<file path="src/rtl/uart_tx_frame.sv">
// uart_tx_frame: start / data (LSB first) / optional parity / stop serializer; start bit begins the cycle after acceptance.
// ready = !busy; with UART_TX_HOLD_BUF_EN a one-entry holding buffer makes ready = !buf_full for gapless frames.
module uart_tx_frame #(
    parameter int DATA_WIDTH = 8
) (
    input  logic                  clk_TX,
    input  logic                  rst,
    input  logic [DATA_WIDTH-1:0] P_DATA,
    input  logic                  Data_Valid,
    input  logic                  PAR_EN,
    input  logic                  PAR_TYP,
    input  logic [5:0]            prescale,
    output logic                  TX_OUT,
    output logic                  busy,
    output logic                  ready
);

    typedef enum logic [2:0] {IDLE, START, DATA, PARITY, STOP} state_t;

    state_t                state_q, state_d;
    logic [5:0]            edge_q, edge_d;
    logic [5:0]            p_q, p_d;
    logic [2:0]            bit_q, bit_d;
    logic [DATA_WIDTH-1:0] data_q, data_d;
    logic                  par_en_q, par_en_d;
    logic                  par_typ_q, par_typ_d;
    logic                  tx_q, tx_d;
    logic                  accept, last_edge;
    logic [2:0]            nxt_bit;

    // Only 16 and 32 are honoured; everything else falls back to 8 clocks per bit.
    function automatic logic [5:0] decode_p(input logic [5:0] ps);
        case (ps)
            6'd16:   decode_p = 6'd16;
            6'd32:   decode_p = 6'd32;
            default: decode_p = 6'd8;
        endcase
    endfunction

`ifdef UART_TX_HOLD_BUF_EN
    logic [DATA_WIDTH-1:0] buf_data_q, buf_data_d;
    logic                  buf_pe_q, buf_pe_d;
    logic                  buf_pt_q, buf_pt_d;
    logic [5:0]            buf_p_q, buf_p_d;
    logic                  buf_full_q, buf_full_d;

    assign ready = !buf_full_q;
`else
    assign ready = !busy;
`endif

    assign busy      = (state_q != IDLE);
    assign accept    = Data_Valid && ready;
    assign last_edge = (edge_q == p_q - 6'd1);
    assign nxt_bit   = bit_q + 3'd1;
    assign TX_OUT    = tx_q;

    always_comb begin
        state_d   = state_q;
        edge_d    = edge_q;
        bit_d     = bit_q;
        data_d    = data_q;
        par_en_d  = par_en_q;
        par_typ_d = par_typ_q;
        p_d       = p_q;
        tx_d      = tx_q;
`ifdef UART_TX_HOLD_BUF_EN
        buf_data_d = buf_data_q;
        buf_pe_d   = buf_pe_q;
        buf_pt_d   = buf_pt_q;
        buf_p_d    = buf_p_q;
        buf_full_d = buf_full_q;
        if (accept && busy) begin
            buf_data_d = P_DATA;
            buf_pe_d   = PAR_EN;
            buf_pt_d   = PAR_TYP;
            buf_p_d    = decode_p(prescale);
            buf_full_d = 1'b1;
        end
`endif
        if (state_q != IDLE)
            edge_d = last_edge ? 6'd0 : edge_q + 6'd1;

        case (state_q)
            IDLE: begin
                tx_d = 1'b1;
`ifdef UART_TX_HOLD_BUF_EN
                // A frame buffered during the last stop cycle starts from here.
                if (buf_full_q) begin
                    data_d     = buf_data_q;
                    par_en_d   = buf_pe_q;
                    par_typ_d  = buf_pt_q;
                    p_d        = buf_p_q;
                    buf_full_d = 1'b0;
                    state_d    = START;
                    tx_d       = 1'b0;
                end else
`endif
                if (accept) begin
                    data_d    = P_DATA;
                    par_en_d  = PAR_EN;
                    par_typ_d = PAR_TYP;
                    p_d       = decode_p(prescale);
                    state_d   = START;
                    tx_d      = 1'b0;
                end
            end
            START: begin
                if (last_edge) begin
                    state_d = DATA;
                    bit_d   = 3'd0;
                    tx_d    = data_q[0];
                end
            end
            DATA: begin
                if (last_edge) begin
                    if (bit_q == 3'(DATA_WIDTH - 1)) begin
                        bit_d = 3'd0;
                        if (par_en_q) begin
                            state_d = PARITY;
                            tx_d    = (^data_q) ^ par_typ_q;
                        end else begin
                            state_d = STOP;
                            tx_d    = 1'b1;
                        end
                    end else begin
                        bit_d = nxt_bit;
                        tx_d  = data_q[nxt_bit];
                    end
                end
            end
            PARITY: begin
                if (last_edge) begin
                    state_d = STOP;
                    tx_d    = 1'b1;
                end
            end
            STOP: begin
                if (last_edge) begin
                    state_d = IDLE;
                    tx_d    = 1'b1;
`ifdef UART_TX_HOLD_BUF_EN
                    if (buf_full_q) begin
                        data_d     = buf_data_q;
                        par_en_d   = buf_pe_q;
                        par_typ_d  = buf_pt_q;
                        p_d        = buf_p_q;
                        buf_full_d = 1'b0;
                        state_d    = START;
                        tx_d       = 1'b0;
                    end
`endif
                end
            end
            default: begin
                state_d = IDLE;
                tx_d    = 1'b1;
            end
        endcase
    end

    always_ff @(posedge clk_TX) begin
        if (rst) begin
            state_q   <= IDLE;
            edge_q    <= 6'd0;
            bit_q     <= 3'd0;
            data_q    <= '0;
            par_en_q  <= 1'b0;
            par_typ_q <= 1'b0;
            p_q       <= 6'd8;
            tx_q      <= 1'b1;
`ifdef UART_TX_HOLD_BUF_EN
            buf_data_q <= '0;
            buf_pe_q   <= 1'b0;
            buf_pt_q   <= 1'b0;
            buf_p_q    <= 6'd8;
            buf_full_q <= 1'b0;
`endif
        end else begin
            state_q   <= state_d;
            edge_q    <= edge_d;
            bit_q     <= bit_d;
            data_q    <= data_d;
            par_en_q  <= par_en_d;
            par_typ_q <= par_typ_d;
            p_q       <= p_d;
            tx_q      <= tx_d;
`ifdef UART_TX_HOLD_BUF_EN
            buf_data_q <= buf_data_d;
            buf_pe_q   <= buf_pe_d;
            buf_pt_q   <= buf_pt_d;
            buf_p_q    <= buf_p_d;
            buf_full_q <= buf_full_d;
`endif
        end
    end

endmodule

</file>
<file path="config.mk">
export PLATFORM = sky130hd
export DESIGN_NAME = uart_tx_frame
export DESIGN_NICKNAME = d
export VERILOG_FILES = /design/src/rtl/uart_tx_frame.sv
export SDC_FILE = /design/constraint.sdc
export NUM_CORES = 1
export LEC_CHECK = 0
export CORE_AREA = 2 2 66 68
export DETAILED_ROUTE_END_ITERATION = 6
export DIE_AREA = 0 0 68 70
export DONT_BUFFER_PORTS = 1
export MAX_ROUTING_LAYER = met4
export PLACE_DENSITY = 0.55
export SYNTH_ARGS = -nofsm -noshare
export SYNTH_HDL_FRONTEND = slang
export SYNTH_SLANG_ARGS = --single-unit
</file>
<file path="constraint.sdc">
create_clock -name clk_TX -period 2.1 [get_ports clk_TX]
set_input_delay 0.315 -clock clk_TX [delete_from_list [all_inputs] [get_ports clk_TX]]
set_output_delay 0.315 -clock clk_TX [all_outputs]
set_load 0.01 [all_outputs]
</file>
==> flow_metrics.env, run 1 <==
export IMPL_synth_edf_count=0
export IMPL_clk_pin_slew_ns=0.09
export IMPL_vias_per_cell=5.16
export IMPL_drv_slew=0
export IMPL_p_leak_nw=0.549
export IMPL_cp_start_kind="register"
export IMPL_cp_required_ns=2.30
export IMPL_async_reset_ff_share_pct=0
export IMPL_path_buf_inv=0
export IMPL_ir_drop_mv=0.366
export IMPL_synth_cell_types=41
export IMPL_finalHoldViolations=0
export IMPL_start_util_pct=33.4
export IMPL_cts_tree="done"
export IMPL_drt_iter0_markers=29
export IMPL_holdPathEnd="edge_q[5]$_SDFFE_PP0N_"
export IMPL_grt_overflow=0
export IMPL_port_buffers=0
export IMPL_rows=24
export IMPL_crit_family="simple AND/OR/NAND/NOR gates"
export IMPL_p_per_area_mw_per_mm2=610
export IMPL_wire_per_inst_um=12.8
export IMPL_relSlewSlack_pct=67.5
export IMPL_grtUsageTotal_pct=13.0
export IMPL_ys_seq_area_share_pct=37.6
export IMPL_antenna_cells=0
export IMPL_regToRegStartpoint="edge_q[5]$_SDFFE_PP0N_"
export IMPL_drv_cap=0
export IMPL_tightest_slew_ns=0.483
export IMPL_syn_inst=162
export IMPL_ys_flop_type="dfxtp_1"
export IMPL_cts_buffer_depth=2
export IMPL_nNetsFinal=189
export IMPL_status="finished, final reports clean"
export IMPL_whs_path_depth=1
export IMPL_synthDominantCellAreaShare_pct=37.6
export IMPL_criticalPathCategory="register to register"
export IMPL_syn_cell_area_mm2=0.00138
export IMPL_design_power_total_mw=0.961
export IMPL_dp_cells=211
export IMPL_grt_pass1_wl_um=4790
export IMPL_rrSetupSlack_ns=0.01
export IMPL_hold_start="rst"
export IMPL_first_pass_iters=4
export IMPL_syn_area_per_cell_um2=8.53
export IMPL_cpPeakStageDelay_ns=0.57
export IMPL_root_buffer="clkbuf_8"
export IMPL_setup_viol=0
export IMPL_hold_path_class="input pin to register"
export IMPL_vias=1119
export IMPL_post_synth_top_area_cell="dfxtp_1"
export IMPL_dieArea_mm2=0.00476
export IMPL_drive_above_1_share_pct=20.6
export IMPL_die_h_um=70
export IMPL_period_share_pct=99.4
export IMPL_core_mm2=0.00414
export IMPL_crit_chain="xor3_1, nor4_4, nand3_2, or4_4, a21oi_2"
export IMPL_rsz0062_at_grt="yes"
export IMPL_synthTopCellsByArea="dfxtp_1 38%, nand2_1 8.4%, a21oi_1 7.6%"
export IMPL_drc=0
export IMPL_worstPathArrival_ns=2.29
export IMPL_crit_fanout=5
export IMPL_pre_cts_slack_ns=-0.0615
export IMPL_ys_warn_count=0
export IMPL_fin_cells=217
export IMPL_clock_sinks=26
export IMPL_antenna_found_initial=0
export IMPL_dp_hpwl_um=2080
export IMPL_io_pins=22
export IMPL_gp_congestion=0.811
export IMPL_htree_levels=1
export IMPL_postLayoutSetupSlackWorst_ns=0.0124
export IMPL_numCtsBuffers=3
export IMPL_cpMaxStageDelayCell="or4_4"
export IMPL_crit_path_end_kind="register"
export IMPL_clkLatencyLatePin_ns=0.26
export IMPL_skew_ns=0.00295
export IMPL_finalWirelength_um=2790
export IMPL_final_min_clock_period_ns=2.09
export IMPL_layout_area_overhead_vs_synth_pct=13.8
export IMPL_max_clock_freq_mhz=479
export IMPL_die_w_um=68
export IMPL_r2r_cells=5
export IMPL_syn_nets=185
export IMPL_r2r_end="bit_q[0]$_SDFFE_PP0P_"
export IMPL_ant_nets=0
export IMPL_grt_pass1_vias=1083
export IMPL_grt_start_max_net_pins=27
export IMPL_yosys_register_bits=26
## metal layers
layer	vias to the layer above	global-route usage (%)	wire length (um)
li1	571	-	-
met1	523	17.7	1280
met2	23	20.2	1380
met3	2	2.09	106
met4	0	3.33	19
met5	-	-	0
## metrics by stage
stage / setup TNS (ns) / hold WS [ns] / util, % / cell area [um^2]
floorplan: 0 / 0.432 / - / 1390
global placement: -0.000847 / 0.384 / 35.2 / 1460
detailed placement: -0.0615 / 0.387 / 35.2 / 1460
CTS: 0 / 0.0966 / 36.8 / 1530
global route: -0.132 / 0.0767 / 38.0 / 1570
finish: 0 / 0.0981 / 38.0 / 1570
## flip-flops by register name (all words and copies together) (netlist names)
signal and flops:
data_q 8, TX_OUT 1, p_q 3, bit_q 3
edge_q 6, par_en_q 1, par_typ_q 1, state_q 3
## report_power, final
part	internal [mW]	switching, mW	leakage, nW	total [mW]
Clock	0.167	0.152	0.0288	0.319
Combinational	0.0579	0.0520	0.307	0.110
Sequential	0.512	0.0197	0.213	0.531
## Yosys cell counts (2+ instances only)
master	instances
nand2_1	31
dfxtp_1	26
a21oi_1	21
xnor2_1	8
nor2_1	6
o21ai_0	5
buf_2	4
clkbuf_1	4
ha_1	4
inv_1	4
mux2i_1	4
nor2b_1	4
nand3_1	3
nor3_1	3
or3_1	3
xor2_1	3
a31oi_1	2
nand4b_1	2
nor4_1	2
or3b_2	2
## area by class of cell
type	count	area (um^2)
Clock buffer	4	55.1
Tap cell	52	65.1
Fill cell	426	2570
Sequential cell	26	526
Multi-Input combinational cell	121	842
Timing Repair Buffer	9	67.6
Inverter	5	18.8
## timing repair
| action | CTS | global route |
|---|---|---|
| pin swaps | 1 | 4 |
| endpoints found under the setup margin | 2 | 3 |
| hold buffers | 0 | 0 |
| buffers inserted | 0 | 2 |
| gates resized for setup | 2 | 12 |
## worst max path at each step
stage,cells after the start,startpoint,endpoint,slack (ns)
floorplan,8,bit_q[0]$_SDFFE_PP0P_,TX_OUT$_SDFFE_PP1P_,0.009
global placement,7,bit_q[0]$_SDFFE_PP0P_,TX_OUT$_SDFFE_PP1P_,-0.0008
detailed placement,7,bit_q[0]$_SDFFE_PP0P_,TX_OUT$_SDFFE_PP1P_,-0.06
CTS,5,edge_q[5]$_SDFFE_PP0N_,bit_q[1]$_SDFFE_PP0P_,0.006
global route,5,edge_q[5]$_SDFFE_PP0N_,bit_q[0]$_SDFFE_PP0P_,-0.07
finish,5,edge_q[5]$_SDFFE_PP0N_,bit_q[0]$_SDFFE_PP0P_,0.01
## worst reg2reg max path, cell delays in order (launching register included)
cell and delay [ns]:
dfxtp_2 0.35, xor3_1 0.44, nor4_4 0.37, nand3_2 0.18
or4_4 0.57, a21oi_2 0.13
## kinds of logic after synthesis
logic type,share of synthesized area (%)
compound gates,14.3
xor+xnor,10.3
fa+ha+maj,3.62
buf+inv,4.52
flops,37.6
mux,5.34
simple gates,24.3
## placed cells by master (no fill, tap or decap), types with 2 or more instances in the layout
cell	count
xor2_1	3
nor3_1	3
nor2b_1	4
mux2i_1	4
a21oi_1	19
nand2_1	31
nor2_1	6
ha_4	2
a31oi_1	2
nor4_1	2
or3b_2	2
or3_1	3
dfxtp_1	22
a21oi_2	2
xnor2_1	8
inv_2	3
inv_1	2
o21ai_0	5
buf_4	9
clkbuf_8	4
nand3_1	3
dfxtp_2	4
nand4b_1	2
Note: power is estimated with default switching activity, not from simulation.
==> inputs of run 2 (changes only) <==
==> config.mk (replaced) <==
export PLATFORM = sky130hd
export DESIGN_NAME = uart_tx_frame
export DESIGN_NICKNAME = d
export VERILOG_FILES = /design/src/rtl/uart_tx_frame.sv
export SDC_FILE = /design/constraint.sdc
export NUM_CORES = 1
export LEC_CHECK = 0
export CORE_AREA = 2 2 54 56
export DETAILED_ROUTE_END_ITERATION = 6
export DIE_AREA = 0 0 56 58
export DONT_BUFFER_PORTS = 1
export MAX_ROUTING_LAYER = met4
export PLACE_DENSITY = 0.75
export SYNTH_ARGS = -nofsm -noshare
export SYNTH_HDL_FRONTEND = slang
export SYNTH_SLANG_ARGS = --single-unit
==> constraint.sdc (replaced) <==
create_clock -name clk_TX -period 2.1 [get_ports clk_TX]
set_input_delay 0.315 -clock clk_TX [delete_from_list [all_inputs] [get_ports clk_TX]]
set_output_delay 0.315 -clock clk_TX [all_outputs]
set_load 0.02 [all_outputs]
==> flow_metrics.env, run 2 (same netlist as run 1, synthesis figures left out) <==
export IMPL_status="finished, final reports clean"
export IMPL_htree_levels=1
export IMPL_die_h_um=58
export IMPL_grt_pass1_wl_um=4770
export IMPL_cts_buffer_depth=2
export IMPL_r2r_end="bit_q[0]$_SDFFE_PP0P_"
export IMPL_setup_tns_final_ns=0
export IMPL_layout_common_cells="31 x nand2_1, 22 x dfxtp_1, 19 x a21oi_1"
export IMPL_clk_pin_slew_ns=0.14
export IMPL_hold_start="rst"
export IMPL_reg_top3="data_q (8), edge_q (6)"
export IMPL_regToRegStartpoint="edge_q[5]$_SDFFE_PP0N_"
export IMPL_multi_input_area_um2=842
export IMPL_cp_start_kind="register"
export IMPL_worst_hold_slack_ns=0.0254
export IMPL_wire_per_inst_um=14.2
export IMPL_max_clock_freq_mhz=478
export IMPL_first_pass_iters=5
export IMPL_ant_nets=0
export IMPL_relSlewSlack_pct=68.8
export IMPL_dp_cells=189
export IMPL_p_leak_nw=0.540
export IMPL_crit_fanout=5
export IMPL_root_buffer="clkbuf_4"
export IMPL_drv_slew=0
export IMPL_clkLatencyLatePin_ns=0.32
export IMPL_cp_required_ns=2.37
export IMPL_antenna_found_initial=0
export IMPL_antenna_cells=0
export IMPL_cpPeakStageDelay_ns=0.56
export IMPL_regArea_um2=526
export IMPL_clock_sinks=26
export IMPL_regMostFlops="data_q"
export IMPL_dieArea_mm2=0.00325
export IMPL_finalHoldViolations=0
export IMPL_rsz0062_at_grt="yes"
export IMPL_drive_above_1_share_pct=19.6
export IMPL_crit_path_end_kind="register"
export IMPL_port_buffers=0
export IMPL_cp_startpoint="edge_q[5]$_SDFFE_PP0N_"
export IMPL_skew_ns=0.00627
export IMPL_dp_hpwl_um=2080
export IMPL_grt_pass1_vias=1124
export IMPL_ir_drop_mv=0.505
export IMPL_stdcell_area_mm2=0.00153
export IMPL_cts_tree="done"
export IMPL_largest_reg_flops=8
export IMPL_fin_cells=194
export IMPL_critical_path_depth=5
export IMPL_layout_area_overhead_vs_synth_pct=10.7
export IMPL_crit_chain="xor3_1, nor4_4, nand3_2, or4_4, a21oi_2"
export IMPL_crit_family="simple AND/OR/NAND/NOR gates"
export IMPL_numCtsBuffers=3
export IMPL_fillers=232
export IMPL_p_per_area_mw_per_mm2=649
export IMPL_die_w_um=56
export IMPL_period_share_pct=99.5
export IMPL_grt_overflow=0
export IMPL_drt_iter0_markers=31
export IMPL_cts_hold_buffers=0
export IMPL_finalWirelength_um=2750
export IMPL_setup_viol=0
export IMPL_tightest_slew_ns=0.464
export IMPL_drc=0
export IMPL_cpMaxStageDelayCell="or4_4"
export IMPL_hold_path_class="input pin to register"
export IMPL_criticalPathCategory="register to register"
export IMPL_vias=1132
export IMPL_placed_area_mm2=0.00142
export IMPL_rows=19
export IMPL_io_pins=22
export IMPL_vias_per_cell=5.84
export IMPL_mostFrequentLayoutCell="nand2_1"
export IMPL_nNetsFinal=187
export IMPL_core_mm2=0.00266
export IMPL_endpoint="bit_q[0]$_SDFFE_PP0P_"
export IMPL_worstPathArrival_ns=2.36
export IMPL_gp_congestion=0.765
export IMPL_grtUsageTotal_pct=19.0
export IMPL_grt_start_max_net_pins=27
export IMPL_start_util_pct=51.9
export IMPL_path_buf_inv=0
export IMPL_rrSetupSlack_ns=0.01
export IMPL_final_min_clock_period_ns=2.09
export IMPL_drv_cap=0
export IMPL_r2r_cells=5
run 2: changes by cell type in the layout (fill, tap and decap cells not counted):
| cell | change |
|---|---|
| bufinv_16 | +1 |
| clkbuf_4 | +3 |
| buf_4 | -2 |
| clkbuf_8 | -4 |
run 2: layer usage:
metal / global-route usage [%] / vias to the layer above / wire [um]
met5: - / - / 0
met4: 7.82 / 0 / 11
met3: 1.34 / 2 / 122
met2: 33.4 / 29 / 1390
met1: 22.6 / 540 / 1230
li1: - / 561 / -
run 2: worst min-delay path by stage:
stage | slack [ns] | depth (start not counted) | to
after floorplan | 0.43 | 2 | p_q[4]$_SDFFE_PP0P_
after global placement | 0.38 | 1 | bit_q[0]$_SDFFE_PP0P_
after detailed placement | 0.39 | 1 | bit_q[0]$_SDFFE_PP0P_
after CTS | 0.02 | 1 | bit_q[0]$_SDFFE_PP0P_
after global routing | 0.0007 | 1 | edge_q[5]$_SDFFE_PP0N_
final | 0.03 | 1 | edge_q[5]$_SDFFE_PP0N_
run 2: per-stage QoR:
| stage | utilization, % | setup WS, ns | total power [mW] |
|---|---|---|---|
| 2_1_floorplan | - | 0.00947 | 0.639 |
| 3_3_place_gp | 53.5 | 0.00668 | 0.649 |
| 3_5_place_dp | 53.5 | -0.0464 | 0.656 |
| 4_1_cts | 55.9 | 0.00436 | 0.995 |
| 5_1_grt | 57.5 | -0.0805 | 1.04 |
| 6_report | 57.5 | 0.00967 | 0.993 |
run 2: area by class of cell:
class	count	share of cell area, %
inverter	5	1.23
timing repair buffer	7	3.43
clock buffer	3	1.47
tap	31	2.53
sequential	26	34.3
clock inverter	1	1.96
multi-input combinational	121	55.0
run 2: repair_timing:
item                                    4_1_cts  5_1_grt
endpoints found under the setup margin        3        3
setup buffers                                 0        1
pin swaps                                     1        4
gates resized for setup                       2       12
run 2: worst reg2reg max path: stages (launching register included):
cell     delay (ns)
dfxtp_2        0.36
xor3_1         0.43
nor4_4         0.37
nand3_2        0.17
or4_4          0.56
a21oi_2        0.12
run 2: report_power, final:
group	internal (mW)	switching [mW]
registers	0.512	0.0222
clock network	0.193	0.152
logic	0.0578	0.0556
==> inputs of run 3 (changes only) <==
==> config.mk (replaced) <==
export PLATFORM = sky130hd
export DESIGN_NAME = uart_tx_frame
export DESIGN_NICKNAME = d
export VERILOG_FILES = /design/src/rtl/uart_tx_frame.sv
export SDC_FILE = /design/constraint.sdc
export NUM_CORES = 1
export LEC_CHECK = 0
export CORE_AREA = 2 2 52 54
export CTS_BUF_LIST = sky130_fd_sc_hd__clkbuf_8
export DETAILED_ROUTE_END_ITERATION = 6
export DIE_AREA = 0 0 54 56
export DONT_BUFFER_PORTS = 1
export MAX_ROUTING_LAYER = met4
export PLACE_DENSITY = 0.8
export SYNTH_ARGS = -nofsm -noshare
export SYNTH_HDL_FRONTEND = slang
export SYNTH_SLANG_ARGS = --single-unit
==> flow_metrics.env, run 3 (same netlist as run 1, synthesis figures left out) <==
export IMPL_status="finished, final reports clean"
export IMPL_met2_length_um=1300
export IMPL_postLayoutSetupSlackWorst_ns=0.0635
export IMPL_layout_area_overhead_vs_synth_pct=9.50
export IMPL_rows=18
export IMPL_ir_drop_mv=0.562
export IMPL_finalHoldViolations=0
export IMPL_antenna_found_initial=0
export IMPL_wire_per_inst_um=13.8
export IMPL_rrSetupSlack_ns=0.06
export IMPL_cpMaxStageDelayCell="or4b_4"
export IMPL_root_buffer="clkbuf_8"
export IMPL_routed_top_layer="met4"
export IMPL_setup_viol=0
export IMPL_period_share_pct=97.0
export IMPL_first_pass_iters=4
export IMPL_grtUsageTotal_pct=19.1
export IMPL_cp_start_kind="register"
export IMPL_r2r_end="bit_q[1]$_SDFFE_PP0P_"
export IMPL_hold_path_class="input pin to register"
export IMPL_vias=1135
export IMPL_grt_pass1_vias=1032
export IMPL_cp_required_ns=2.31
export IMPL_final_min_clock_period_ns=2.04
export IMPL_criticalPathCategory="register to register"
export IMPL_regMostFlops="data_q"
export IMPL_worstPathArrival_ns=2.25
export IMPL_skew_ns=0.00164
export IMPL_whs_path_depth=1
export IMPL_tightest_slew_ns=0.429
export IMPL_drv_cap=0
export IMPL_grt_overflow=0
export IMPL_dp_cells=188
export IMPL_vias_per_cell=5.88
export IMPL_p_per_area_mw_per_mm2=635
export IMPL_grt_pass1_wl_um=4240
export IMPL_crit_fanout=4
export IMPL_pre_cts_slack_ns=-0.0304
export IMPL_wl_met1_um=1220
export IMPL_route_met3_wl_um=130
export IMPL_cpPeakStageDelay_ns=0.55
export IMPL_drc=0
export IMPL_final_core_util_pct=62.2
export IMPL_dieArea_mm2=0.00302
export IMPL_p_leak_nw=0.544
export IMPL_clock_sinks=26
export IMPL_crit_path_end_kind="register"
export IMPL_drive_above_1_share_pct=16.0
export IMPL_r2r_cells=7
export IMPL_numCtsBuffers=3
export IMPL_ant_nets=0
export IMPL_drt_iter0_markers=22
export IMPL_die_w_um=54
export IMPL_mostFrequentLayoutCell="nand2_1"
export IMPL_cts_buffer_depth=2
export IMPL_largest_reg_flops=8
export IMPL_nNetsFinal=187
export IMPL_start_util_pct=56.8
export IMPL_hold_start="rst"
export IMPL_clk_pin_slew_ns=0.08
export IMPL_reg_top3="data_q (8), edge_q (6)"
export IMPL_crit_chain="inv_1, ha_1, xor3_1, nor4_4, nand3_2, or4b_4, a21oi_2"
export IMPL_dp_hpwl_um=1930
export IMPL_core_mm2=0.00243
export IMPL_setup_tns_final_ns=0
export IMPL_holdPathEnd="edge_q[5]$_SDFFE_PP0N_"
export IMPL_gp_congestion=0.801
export IMPL_drv_slew=0
export IMPL_fin_cells=193
export IMPL_antenna_cells=0
export IMPL_grt_start_max_net_pins=27
export IMPL_clkLatencyLatePin_ns=0.27
export IMPL_relSlewSlack_pct=71.1
export IMPL_port_buffers=0
export IMPL_max_clock_freq_mhz=491
export IMPL_finalWirelength_um=2670
export IMPL_layout_common_cells="31 x nand2_1, 24 x dfxtp_1, 19 x a21oi_1"
export IMPL_rsz0062_at_grt="yes"
export IMPL_io_pins=22
export IMPL_cts_tree="done"
export IMPL_die_h_um=56
export IMPL_htree_levels=1
export IMPL_regToRegStartpoint="p_q[3]$_SDFFE_PP1P_"
-- run 3: cell types whose count changed in the layout (fill, tap and decap cells not counted), sizes merged --
cell,before,now
bufinv,1,0
clkbuf,3,4
-- run 3: cell type report --
class	count	area (um^2)
timing repair buffer	7	52.6
clock buffer	4	55.1
tap	30	37.5
inverter	5	18.8
multi-input combinational	121	827
fill	201	918
sequential	26	523
-- run 3: per-layer routing --
| metal | track usage (%) | vias up |
|---|---|---|
| li1 | - | 567 |
| met1 | 22.9 | 536 |
| met2 | 30.7 | 28 |
| met3 | 3.76 | 4 |
| met4 | 7.86 | 0 |
| met5 | - | - |
-- run 3: per-stage QoR --
step	hold slack, ns	total power, mW	cell area (um^2)
global route	0.0835	1.00	1510
detailed placement	0.389	0.654	1420
CTS	0.0955	0.970	1480
finish	0.0954	0.962	1510
global placement	0.383	0.648	1420
floorplan	0.432	0.639	1390
-- run 3: critical path, delay by kind of cell (launching register included) --
family,cells,cell delay [ns]
XOR/XNOR,1,0.21
AO/OA/AOI/OAI,1,0.15
adder cells (fa/ha/maj),1,0.19
AND/OR/NAND/NOR,3,1.03
flip-flops,1,0.34
buffers and inverters,1,0.05
-- run 3: timing repair --
action,in CTS,in global routing
hold buffers,0,0
gates cloned,0,0
resized for setup,1,6
buffers inserted,0,1
pin swaps,0,2
endpoints found under the setup margin,1,3
-- run 3: worst max path at each step --
stage,from,slack (ns),cells after the start,endpoint
3_5_place_dp,bit_q[0]$_SDFFE_PP0P_,-0.03,7,TX_OUT$_SDFFE_PP1P_
3_3_place_gp,bit_q[0]$_SDFFE_PP0P_,0.007,7,TX_OUT$_SDFFE_PP1P_
5_1_grt,p_q[3]$_SDFFE_PP1P_,-0.04,7,bit_q[1]$_SDFFE_PP0P_
4_1_cts,p_q[3]$_SDFFE_PP1P_,0.01,7,bit_q[1]$_SDFFE_PP0P_
2_1_floorplan,bit_q[0]$_SDFFE_PP0P_,0.009,8,TX_OUT$_SDFFE_PP1P_
6_report,p_q[3]$_SDFFE_PP1P_,0.06,7,bit_q[1]$_SDFFE_PP0P_
-- run 3: where the power goes --
group | switching, mW | total [mW] | internal (mW)
sequential | 0.0207 | 0.532 | 0.511
clock | 0.152 | 0.320 | 0.168
combinational | 0.0539 | 0.110 | 0.0563
